**src/rtl/vga_timing_pattern.sv**
```systemverilog
// rtl/vga_timing_pattern.sv - 800x600@60Hz video timing with selectable 12-bit test patterns
//
// Ports:
//   clk          in   pixel clock (40 MHz), sole clock domain
//   rst_n        in   asynchronous active-low reset
//   pattern_sel  in   [1:0] pattern select, asynchronous source
//   hs, vs       out  horizontal / vertical sync, active level SYNC_POL
//   de           out  data enable, high in the visible region
//   r, g, b      out  [3:0] each, pixel colour (zero while de=0)
//   x            out  [10:0] horizontal counter of the current output pixel
//   y            out  [9:0]  vertical counter of the current output pixel
//   frame_start  out  one-cycle pulse aligned with pixel (0,0)
// Every output is registered from the same counter state, so all are mutually aligned.
module vga_timing_pattern #(
    parameter int   H_ACTIVE = 800,
    parameter int   H_FP     = 40,
    parameter int   H_SYNC   = 128,
    parameter int   H_BP     = 88,
    parameter int   V_ACTIVE = 600,
    parameter int   V_FP     = 1,
    parameter int   V_SYNC   = 4,
    parameter int   V_BP     = 23,
    parameter logic SYNC_POL = 1'b1
) (
    input  logic        clk,
    input  logic        rst_n,
    input  logic [1:0]  pattern_sel,
    output logic        hs,
    output logic        vs,
    output logic        de,
    output logic [3:0]  r,
    output logic [3:0]  g,
    output logic [3:0]  b,
    output logic [10:0] x,
    output logic [9:0]  y,
    output logic        frame_start
);

    localparam int H_TOTAL = H_ACTIVE + H_FP + H_SYNC + H_BP;
    localparam int V_TOTAL = V_ACTIVE + V_FP + V_SYNC + V_BP;

    logic [10:0] h_cnt_q, h_cnt_d;
    logic [9:0]  v_cnt_q, v_cnt_d;
    logic [7:0]  frame_cnt_q, frame_cnt_d;
    logic [1:0]  sync1_q, sync2_q;
    logic [1:0]  pat_q, pat_d;

    logic        hs_q, hs_d, vs_q, vs_d, de_q, de_d, fs_q, fs_d;
    logic [11:0] rgb_q, rgb_d;
    logic [10:0] x_q;
    logic [9:0]  y_q;

    // Colour bars: eight 100-pixel bars decoded with a comparator chain.
    function automatic logic [11:0] bar_colour(input logic [10:0] xx);
        logic [11:0] c;
        if      (xx < 11'd100) c = 12'hFFF;
        else if (xx < 11'd200) c = 12'hFF0;
        else if (xx < 11'd300) c = 12'h0FF;
        else if (xx < 11'd400) c = 12'h0F0;
        else if (xx < 11'd500) c = 12'hF0F;
        else if (xx < 11'd600) c = 12'hF00;
        else if (xx < 11'd700) c = 12'h00F;
        else                   c = 12'h000;
        return c;
    endfunction

    logic        h_last, v_last, at_origin;
    logic        active, hsync_on, vsync_on, on_border;
    logic [1:0]  pat_eff;
    logic [11:0] pix;

    always_comb begin
        h_last    = (h_cnt_q == 11'(H_TOTAL - 1));
        v_last    = (v_cnt_q == 10'(V_TOTAL - 1));
        at_origin = (h_cnt_q == 11'd0) && (v_cnt_q == 10'd0);

        h_cnt_d     = h_last ? 11'd0 : h_cnt_q + 11'd1;
        v_cnt_d     = v_cnt_q;
        frame_cnt_d = frame_cnt_q;
        if (h_last) begin
            v_cnt_d = v_last ? 10'd0 : v_cnt_q + 10'd1;
            if (v_last) frame_cnt_d = frame_cnt_q + 8'd1;
        end

        // The new pattern is taken at (0,0) and already colours that pixel,
        // so a whole frame is always drawn with a single pattern.
        pat_eff = at_origin ? sync2_q : pat_q;
        pat_d   = pat_eff;

        active    = (h_cnt_q < 11'(H_ACTIVE)) && (v_cnt_q < 10'(V_ACTIVE));
        hsync_on  = (h_cnt_q >= 11'(H_ACTIVE + H_FP)) &&
                    (h_cnt_q <  11'(H_ACTIVE + H_FP + H_SYNC));
        vsync_on  = (v_cnt_q >= 10'(V_ACTIVE + V_FP)) &&
                    (v_cnt_q <  10'(V_ACTIVE + V_FP + V_SYNC));
        on_border = (h_cnt_q == 11'd0) || (h_cnt_q == 11'(H_ACTIVE - 1)) ||
                    (v_cnt_q == 10'd0) || (v_cnt_q == 10'(V_ACTIVE - 1));

        case (pat_eff)
            2'd0:    pix = bar_colour(h_cnt_q);
            2'd1:    pix = (h_cnt_q[5] ^ v_cnt_q[5]) ? 12'hFFF : 12'h000;
            2'd2:    pix = {h_cnt_q[7:4], v_cnt_q[7:4], frame_cnt_q[5:2]};
            default: pix = on_border ? 12'hFFF : 12'h00F;
        endcase

        hs_d  = hsync_on ? SYNC_POL : ~SYNC_POL;
        vs_d  = vsync_on ? SYNC_POL : ~SYNC_POL;
        de_d  = active;
        rgb_d = active ? pix : 12'h000;
        fs_d  = at_origin;
    end

    always_ff @(posedge clk or negedge rst_n) begin
        if (!rst_n) begin
            h_cnt_q     <= '0;
            v_cnt_q     <= '0;
            frame_cnt_q <= '0;
            sync1_q     <= '0;
            sync2_q     <= '0;
            pat_q       <= '0;
            hs_q        <= ~SYNC_POL;
            vs_q        <= ~SYNC_POL;
            de_q        <= 1'b0;
            rgb_q       <= '0;
            x_q         <= '0;
            y_q         <= '0;
            fs_q        <= 1'b0;
        end else begin
            h_cnt_q     <= h_cnt_d;
            v_cnt_q     <= v_cnt_d;
            frame_cnt_q <= frame_cnt_d;
            sync1_q     <= pattern_sel;
            sync2_q     <= sync1_q;
            pat_q       <= pat_d;
            hs_q        <= hs_d;
            vs_q        <= vs_d;
            de_q        <= de_d;
            rgb_q       <= rgb_d;
            x_q         <= h_cnt_q;
            y_q         <= v_cnt_q;
            fs_q        <= fs_d;
        end
    end

    assign hs          = hs_q;
    assign vs          = vs_q;
    assign de          = de_q;
    assign r           = rgb_q[11:8];
    assign g           = rgb_q[7:4];
    assign b           = rgb_q[3:0];
    assign x           = x_q;
    assign y           = y_q;
    assign frame_start = fs_q;

endmodule

```
**config.mk**
```make
export PLATFORM = sky130hd
export DESIGN_NAME = vga_timing_pattern
export DESIGN_NICKNAME = d
export VERILOG_FILES = /design/src/rtl/vga_timing_pattern.sv
export SDC_FILE = /design/constraint.sdc
export NUM_CORES = 1
export LEC_CHECK = 0
export CAP_MARGIN = 5
export CORE_MARGIN = 3
export CORE_UTILIZATION = 58
export CTS_CLUSTER_DIAMETER = 80
export CTS_CLUSTER_SIZE = 25
export DETAILED_ROUTE_END_ITERATION = 7
export PLACE_DENSITY = 0.88
export REMOVE_ABC_BUFFERS = 1
export SLEW_MARGIN = 20
export SYNTH_ARGS = -nofsm -noshare
export SYNTH_HDL_FRONTEND = slang
export SYNTH_SLANG_ARGS = --single-unit
```
**constraint.sdc**
```tcl
create_clock -name clk -period 3.7 [get_ports clk]
set_input_delay 0.37 -clock clk [delete_from_list [all_inputs] [get_ports clk]]
set_output_delay 0.37 -clock clk [all_outputs]
set_load 0.03 [all_outputs]
```
# == Yosys cells after proc, flatten, opt, wreduce, memory -nomap -nowiden ==
# Cells that the tools add are included.
# word_totals
regBits,72
wordCells,63
out_inout_bits,37
# op_classes
n_eq_ne,6
magnitude_cmp,13
muxes,16
n_bitwise,1
n_reduce_logical,11
add_sub_neg,3
# op_table
operator,count
$mux W12,9
$lt A11 B10 Y1 const B,4
$pmux W12 S3,1
$lt A11 B9 Y1 const B,3
$eq A10 B10 Y1 const B,2
$lt A10 B10 Y1 const B,2
$add A11 B1 Y11 const B,1
$eq A11 B10 Y1 const B,1
$eq A11 B11 Y1 const B,1
$ge A11 B10 Y1 const B,1
$logic_not A11 Y1,1
$lt A11 B7 Y1 const B,1
$lt A11 B8 Y1 const B,1
$mux W11,1
$add A10 B1 Y10 const B,1
$ge A10 B10 Y1 const B,1
$logic_not A10 Y1,1
$mux W10,1
$add A8 B1 Y8 const B,1
$logic_and A1 B1 Y1,4
$mux W4,1
$logic_or A1 B1 Y1,3
$eq A2 B1 Y1 const B,1
$eq A2 B2 Y1 const B,1
other kinds (5),6

# == Logic depth before layout (Yosys ltp) ==
# Gate-level depths: netlist (run 1).
# depth
word_depth,10
mapped_depth,8
ltp_nobuf,7

# == Least setup slack after synthesis (run 1) ==
# No wires, ideal clock.
# synth_timing
path_kind,register to register
startpoint,reg v_cnt_q[2]
endpoint,reg rgb_q[11]
arrival_time_ps,1793
t_required_ps,3621
period_less_slack_ps,1872
setup_slack_ps,1828
stages_incl_launch_ff,8
path_buffers,1
path_cell_list,dfrtp_1 > buf_6 > nor4_4 > nand4_2 > nor2_4 > mux2i_1 > nand2_1 > a21oi_1
# synth_via
elab_chain_cells,6
word_cells_on_any_way,14
cone_classes,order compare: 1; eq/ne: 3; mux: 4; reduce/logical: 6
# synth_rtl
element,line_no,source
"start, declared",43,"logic [9:0] v_cnt_q, v_cnt_d;"
"start signal, assigned",129,v_cnt_q <= v_cnt_d;
$logic_not A10 Y1 *,75,at_origin = (h_cnt_q == 11'd0) && (v_cnt_q == 10'd0);
$logic_and A1 B1 Y1 *,75,
via at_origin,67,"logic h_last, v_last, at_origin;"
$mux W2 *,87,pat_eff = at_origin ? sync2_q : pat_q;
$eq A2 B2 Y1 (tied with other cells),98,case (pat_eff)
$pmux W12 S3 *,98,
$mux W12 *,108,rgb_d = active ? pix : 12'h000;
via rgb_d[11],49,"logic [11:0] rgb_q, rgb_d;"
"end signal, assigned",137,rgb_q <= rgb_d;
"end, declared",49,
# Mark *: on every way through the listed nets, which the timed path passes. The rest lies on a longest branch.
# A chain may end at the register's enable or synchronous reset.

# == Worst setup path after layout (run 1) ==
# layout_timing
startpoint,reg h_cnt_q[5]
endpoint,reg rgb_q[4]
# layout_via
word_cells_on_any_way,27
cone_classes,order compare: 6; eq/ne: 3; mux: 10; bitwise: 1; reduce/logical: 7
# layout_rtl
element,line_no,source
"start, declared",42,"logic [10:0] h_cnt_q, h_cnt_d;"
"start signal, assigned",128,h_cnt_q <= h_cnt_d;
$logic_not A11 Y1 *,75,
$logic_and A1 B1 Y1 *,75,
via at_origin,67,
$mux W2 *,87,
$eq A2 B2 Y1 (tied with other cells),98,
$pmux W12 S3 *,98,
$mux W12 *,108,
via rgb_d[4],49,
# Marks and branches as above.

==> key figures, run 1 <==
Synth
  • Synth Area in Compound Gates: 10.0%
  • Sequential fraction of the synthesis area: 57.8%
  • Post-synthesis mux area share: 2.68%
  • Main combinational cell family by area after synthesis: simple AND/OR/NAND/NOR gates
  • Synthesis-stage register bit count: 70
  • Post-synth ARST share: 100%
  • Post-Synthesis Cells: 264
  • Number of enable flip-flop cells after synthesis: 0
  • Post-synth top flop: dfrtp_1
  • Post-Synth XOR/XNOR Area: 6.07%
  • Synth Area in Simple Gates: 16.8%
  • Adder-cell area share of the yosys netlist: 2.89%
  • Netlist Area Pre-Place: 3030 um^2
  • Ys Warns: 0
  • Distinct cells, synth: 50
  • Avg Cell Area, Syn: 11.5 um^2

Clocking
  • CTS sink cnt: 70
  • Deepest clock path buffer count: 2
  • Post-CTS Resized: 0
  • TritonCTS clock tree: yes
  • CTS Buf Count: 9
  • Reg clk slew, reported paths: 0.08 ns
  • Clock latency at the later pin of the worst-skew pair: 0.34 ns
  • Hold_buf cts: 0
  • Clock root buffer: clkbuf_8
  • Post-CTS setup buffer count: 0
  • CTS H-tree depth: 3

Finish
  • Area of the multi-input gates: 1160 um^2
  • Antenna Cells: 0
  • Fin nets: 313
  • Filler cells: 317
  • Most common cell after layout, fill and taps aside: dfrtp_1
  • Post-Layout Cell Count: 374
  • P&R area growth vs syn: 20.8%
  • Layout cells sized above 1: 11.1%
  • Commonest non-fill, non-tap cells in the layout: 70 x dfrtp_1, 39 x clkdlybuf4s50_1, 26 x nand2_1
  • FF/Latch Area: 1750 um^2

Timing
  • Period utilisation layout: 65.2%
  • Clock Skew: 0.00805 ns
  • Relative slew slack: 39.0%
  • Final setup fails: 0
  • Fin. max-slew vios: 0
  • Slew @ Worst Pin: 0.907 ns
  • Fmax achieved: 415 MHz
  • Setup Total Neg Slack: 0 ns
  • Fin crit period: 2.41 ns
  • Hold Fails Final Rpt: 0
  • Unrepaired setup endpoints after global routing: false

Global routing
  • Antenna violations before repair: 0
  • Total congestion overflow: 0
  • Largest net degree at the start of global routing: 41
  • GRT Util Overall: 21.6%
  • First-pass GRT wire length: 10.1 mm
  • Vias in the first global route: 2,068

Setup path
  • Slowest Stage Delay on Critical Path: 0.57 ns
  • CP required: 3.95 ns
  • Worst path arrival time: 2.66 ns
  • Crit-path slowest cell: dfrtp_1
  • Worst Setup Start Kind: flop
  • Largest fanout on the critical path: 15
  • Worst path cell trace: nor4_4 > nand4_2 > nor2_4 > mux2i_1 > nand2_1 > a21oi_1
  • Worst setup path category: reg -> reg
  • Crit. End Element: flop

Placed design
  • Gpl congestion: 0.869
  • I/O Buffers: 40
  • Inst Count DP: 358
  • Post-DP HPWL: 3.89 mm

Drt
  • DR vias/cell: 5.67
  • Wirelength per Cell: 15.6 um
  • Uppermost routed layer: met4
  • DRT met1 WL: 2.52 mm
  • First-pass DRT Iterations: 4
  • WL met2: 2.85 mm
  • DRC Markers: 0
  • Final wirelength: 5.82 mm
  • Vias: 2,121
  • Initial DRC count: 195
  • Met3 wire length: 315 um
  • Post-route ant nets: 0

Floorplanning
  • Initial Utilization: 62.1%
  • Num ports: 41
  • Placement Rows: 25
  • Height of the chip: 78.3 um
  • Die Width: 78.3 um
  • Core area: 4880 um^2
  • Die ar.: 6130 um^2

Power and ir drop
  • Static Leakage: 1.54 nW
  • Power Density: 398 nW/um^2
  • Maximum vdd drop: 0.226 mV

Run status
  • Status: complete, no violations

Worst hold path
  • HP Class: in -> async

Flow run
  • Max cap viols: 0
-- registers in the layout (all words and copies together) (netlist names), 2 cells and up --
register	flops
x	11
sync1_q	2
frame_cnt_q	6
y	10
h_cnt_q	11
v_cnt_q	10
sync2_q	2
rgb_q	12
pat_q	2
-- kinds of logic after synthesis --
kind of cell | after synthesis
AO/OA/AOI/OAI | 47
XOR/XNOR | 21
AND/OR/NAND/NOR | 89
adder cells (fa/ha/maj) | 7
multiplexers | 7
buffers and inverters | 23
flip-flops | 70
-- power breakdown --
| group | internal [mW] | total, mW | switching (mW) | leakage [nW] |
|---|---|---|---|---|
| sequential | 0.767 | 0.769 | 0.00174 | 0.877 |
| combinational | 0.00333 | 0.0174 | 0.0141 | 0.562 |
| clock | 0.381 | 0.670 | 0.289 | 0.106 |
| total | 1.15 | 1.46 | 0.305 | 1.54 |
-- worst max-delay path, delay by kind of cell (launching register included) --
kind | cells | cell delay (ns)
flops | 1 | 0.57
simple gates | 4 | 0.98
mux | 1 | 0.52
compound gates | 1 | 0.24
-- layer usage --
metal  up-vias  GRT usage [%]
li1        986              -
met1      1036           29.3
met2        86           32.6
met3        13           5.39
met4         0           11.0
met5         -              0
-- per-stage QoR --
| stage | power, mW | util, % | hold WS (ns) | setup slack, ns | instance area (um^2) |
|---|---|---|---|---|---|
| floorplan | 0.784 | - | 0.0744 | 1.59 | 2950 |
| global placement | 0.802 | 70.4 | 0.335 | 1.38 | 3440 |
| detailed placement | 0.802 | 70.4 | 0.336 | 1.34 | 3440 |
| CTS | 1.47 | 75.0 | 0.129 | 1.30 | 3660 |
| global route | 1.50 | 75.0 | 0.183 | 1.05 | 3660 |
| finish | 1.46 | 75.0 | 0.117 | 1.29 | 3660 |
-- synthesized netlist by cell type (all sizes together) (2+ instances only) --
master	n	share of area, %
dfrtp	70	58
nand2	26	3.2
nor2	18	2.5
a21oi	16	2.6
o21ai	15	2.5
xnor2	13	3.8
buf	12	2.4
nand4	11	3.2
inv	9	1.1
nor3	8	1.3
xor2	8	2.3
ha	7	2.9
nand2b	5	1.0
nand3	5	0.83
mux2i	4	1.4
mux2	3	1.2
nor4	3	1.6
a21o	2	0.54
a31oi	2	0.83
and2	2	0.41
and3	2	0.45
clkbuf	2	0.25
nor2b	2	0.41
o31ai	2	0.50
or3	2	0.41
-- final cells by class --
type	instances	area share (%)
Tap cell	67	2.29
Multi-Input combinational cell	171	31.8
Clock buffer	9	3.39
Clock inverter	7	2.67
Inverter	9	0.923
Timing Repair Buffer	41	11.0
Sequential cell	70	47.9
-- final timing paths --
path / cells after the start / start / slack (ns) / to
max: 6 / h_cnt_q[5]$_DFF_PN0_ / 1.29 / rgb_q[4]$_DFF_PN0_
min: 1 / rst_n / 0.12 / pat_q[1]$_DFF_PN0_
max reg2reg: 6 / h_cnt_q[5]$_DFF_PN0_ / 1.29 / rgb_q[4]$_DFF_PN0_
min reg2reg: 0 / sync1_q[0]$_DFF_PN0_ / 0.35 / sync2_q[0]$_DFF_PN0_
max in group asynchronous: 2 / rst_n / 2.70 / vs$_DFF_PN0_
min in group clk: 0 / sync1_q[0]$_DFF_PN0_ / 0.35 / sync2_q[0]$_DFF_PN0_
Power figures use the tool's default switching activity.
==> run 2, diff against run 1 <==
Settings changed: CORE_UTILIZATION 58 to 54, PLACE_DENSITY 0.88 to 0.83.
Clock period 3.7 ns to 2.25 ns, I/O delays scaled along.
==> key figures, run 2 (synthesis results as in run 1) <==
Timing
  • Fin crit period: 2.09 ns
  • Fmax achieved: 478 MHz
  • Relative slew slack: 60.7%
  • Hold Fails Final Rpt: 0
  • Setup Total Neg Slack: 0 ns
  • Clock Skew: 0.00883 ns
  • Final setup fails: 0
  • Fin. max-slew vios: 0
  • Period utilisation layout: 93.1%
  • Slew @ Worst Pin: 0.587 ns
  • Unrepaired setup endpoints after global routing: false

Global routing
  • Antenna violations before repair: 0
  • First-pass GRT wire length: 9.58 mm
  • Largest net degree at the start of global routing: 71
  • GRT Util Overall: 19.7%
  • Vias in the first global route: 2,000
  • Total congestion overflow: 0

Clocking
  • TritonCTS clock tree: yes
  • Clock root buffer: clkbuf_8
  • CTS Buf Count: 9
  • Reg clk slew, reported paths: 0.07 ns
  • Clock latency at the later pin of the worst-skew pair: 0.33 ns
  • CTS sink cnt: 70
  • CTS H-tree depth: 3
  • Post-CTS setup buffer count: 0
  • Deepest clock path buffer count: 2

Placed design
  • Gpl congestion: 0.854
  • Placed Area: 3570 um^2
  • I/O Buffers: 40
  • Post-DP HPWL: 4.05 mm

Worst hold path
  • Hold depth: 1
  • HP Class: in -> reg
  • Hold Crit Start: pattern_sel[0]
  • WHS Endpoint: sync1_q[0]$_DFF_PN0_

Setup path
  • Slowest Stage Delay on Critical Path: 0.49 ns
  • Worst Setup Start Kind: flop
  • Reg2reg setup slack: 0.16 ns
  • Crit-path slowest cell: dfrtp_1
  • Worst setup path category: reg -> reg
  • Worst reg-to-reg path cell count: 6
  • Largest fanout on the critical path: 9
  • CP required: 2.49 ns
  • Reg2Reg Launch Point: h_cnt_q[3]$_DFF_PN0_
  • Crit. End Element: flop
  • Worst path arrival time: 2.34 ns
  • Reg2reg end: rgb_q[9]$_DFF_PN0_
  • Worst path cell trace: nor3_1 > nand4_2 > nor2_4 > mux2i_2 > a31oi_2 > a21oi_1

Floorplanning
  • Die ar.: 6540 um^2
  • Initial Utilization: 57.5%
  • Height of the chip: 80.9 um
  • Placement Rows: 26
  • Die Width: 80.9 um
  • Core area: 5270 um^2
  • Num ports: 41

Finish
  • P&R area growth vs syn: 24.4%
  • Most common cell after layout, fill and taps aside: dfrtp_1
  • Fin area: 3770 um^2
  • Filler cells: 380
  • Biggest register: rgb_q
  • Area of the multi-input gates: 1170 um^2
  • Antenna Cells: 0
  • Max reg flops: 12
  • Commonest non-fill, non-tap cells in the layout: 70 x dfrtp_1, 39 x clkdlybuf4s50_1, 26 x nand2_1
  • Fin nets: 330
  • FF/Latch Area: 1750 um^2
  • Layout cells sized above 1: 15.2%

Flow run
  • Max cap viols: 0

Drt
  • DR vias/cell: 5.43
  • Vias: 2,127
  • DRC Markers: 0
  • Final wirelength: 5.85 mm
  • Initial DRC count: 235
  • Wirelength per Cell: 14.9 um
  • Post-route ant nets: 0
  • First-pass DRT Iterations: 4

Power and ir drop
  • Sequential share of power: 57.0%
  • Overall Power: 2.22 mW
  • Clock share of power: 41.5%
  • Static Leakage: 1.62 nW
  • Int Power: 1.77 mW
  • Sw frac: 20.3%
  • Power Density: 589 nW/um^2
  • Switching power: 0.450 mW
  • Maximum vdd drop: 0.386 mV
  • Gate power share: 1.5%

Run status
  • Status: complete, no violations
==> run 2: cell types whose count changed in the layout (fill, tap and decap cells not counted), sizes merged <==
| cell | before | now |
|---|---|---|
| buf | 2 | 18 |
| bufinv | 2 | 1 |
| clkbuf | 9 | 10 |
| clkinv | 2 | 1 |
| dlygate4sd3 | 0 | 1 |
| inv | 10 | 9 |
==> run 2: routing by layer <==
metal,GRT usage [%],part of all wire (%)
met3,4.55,6.0
met2,29.7,48
met5,0,0
met1,26.1,44
met4,11.5,2.2
==> run 2: power by group through the flow <==
stage	Combinational (mW)	Clock, mW	Sequential, mW
final	0.0332	0.920	1.26
after global routing	0.0390	1.01	1.26
after CTS	0.0351	0.945	1.26
after detailed placement	0.0339	0	1.29
after global placement	0.0330	0	1.29
after floorplan	0.00125	0	1.29
==> run 2: cell type report <==
class | count | share of cell area, %
multi-input cells | 171 | 31.1
clock buffers | 10 | 3.39
well taps | 70 | 2.32
repair buffers | 58 | 14.5
clock inverters | 4 | 1.33
inverters | 9 | 0.897
flip-flops and latches | 70 | 46.5
==> run 2: timing repair <==
item,4_1_cts,5_1_grt
hold endpoints to repair,70,0
hold buffers,1,0
resized for setup,0,2
setup endpoints to repair,0,16
==> run 2: how the worst max path moves through the flow <==
stage	start	endpoint	slack, ns	cells after the start
6_report	h_cnt_q[3]$_DFF_PN0_	rgb_q[9]$_DFF_PN0_	0.16	6
5_1_grt	h_cnt_q[3]$_DFF_PN0_	rgb_q[9]$_DFF_PN0_	0.005	6
4_1_cts	h_cnt_q[0]$_DFF_PN0_	rgb_q[9]$_DFF_PN0_	0.06	6
3_5_place_dp	h_cnt_q[0]$_DFF_PN0_	frame_cnt_q[1]$_DFFE_PN0P_	0.11	5
3_3_place_gp	h_cnt_q[0]$_DFF_PN0_	frame_cnt_q[1]$_DFFE_PN0P_	0.18	5
2_1_floorplan	h_cnt_q[5]$_DFF_PN0_	frame_cnt_q[1]$_DFFE_PN0P_	0.14	4
==> run 2: stage by stage <==
stage / utilization (%) / setup slack [ns] / hold WS (ns) / instances
after detailed placement: 67.8 / 0.113 / 0.269 / 377
after CTS: 71.4 / 0.0596 / 0.316 / 392
after global routing: 71.5 / 0.00512 / 0.316 / 392
after global placement: 67.8 / 0.178 / 0.266 / 377
after floorplan: - / 0.142 / -0.0706 / 250
final: 71.5 / 0.156 / 0.333 / 392
==> run 2: critical path: cells and delay by family, from the launching register on <==
family / cells / cell delay, ns
mux: 1 / 0.43
compound gates: 2 / 0.30
simple gates: 3 / 0.78
flops: 1 / 0.49
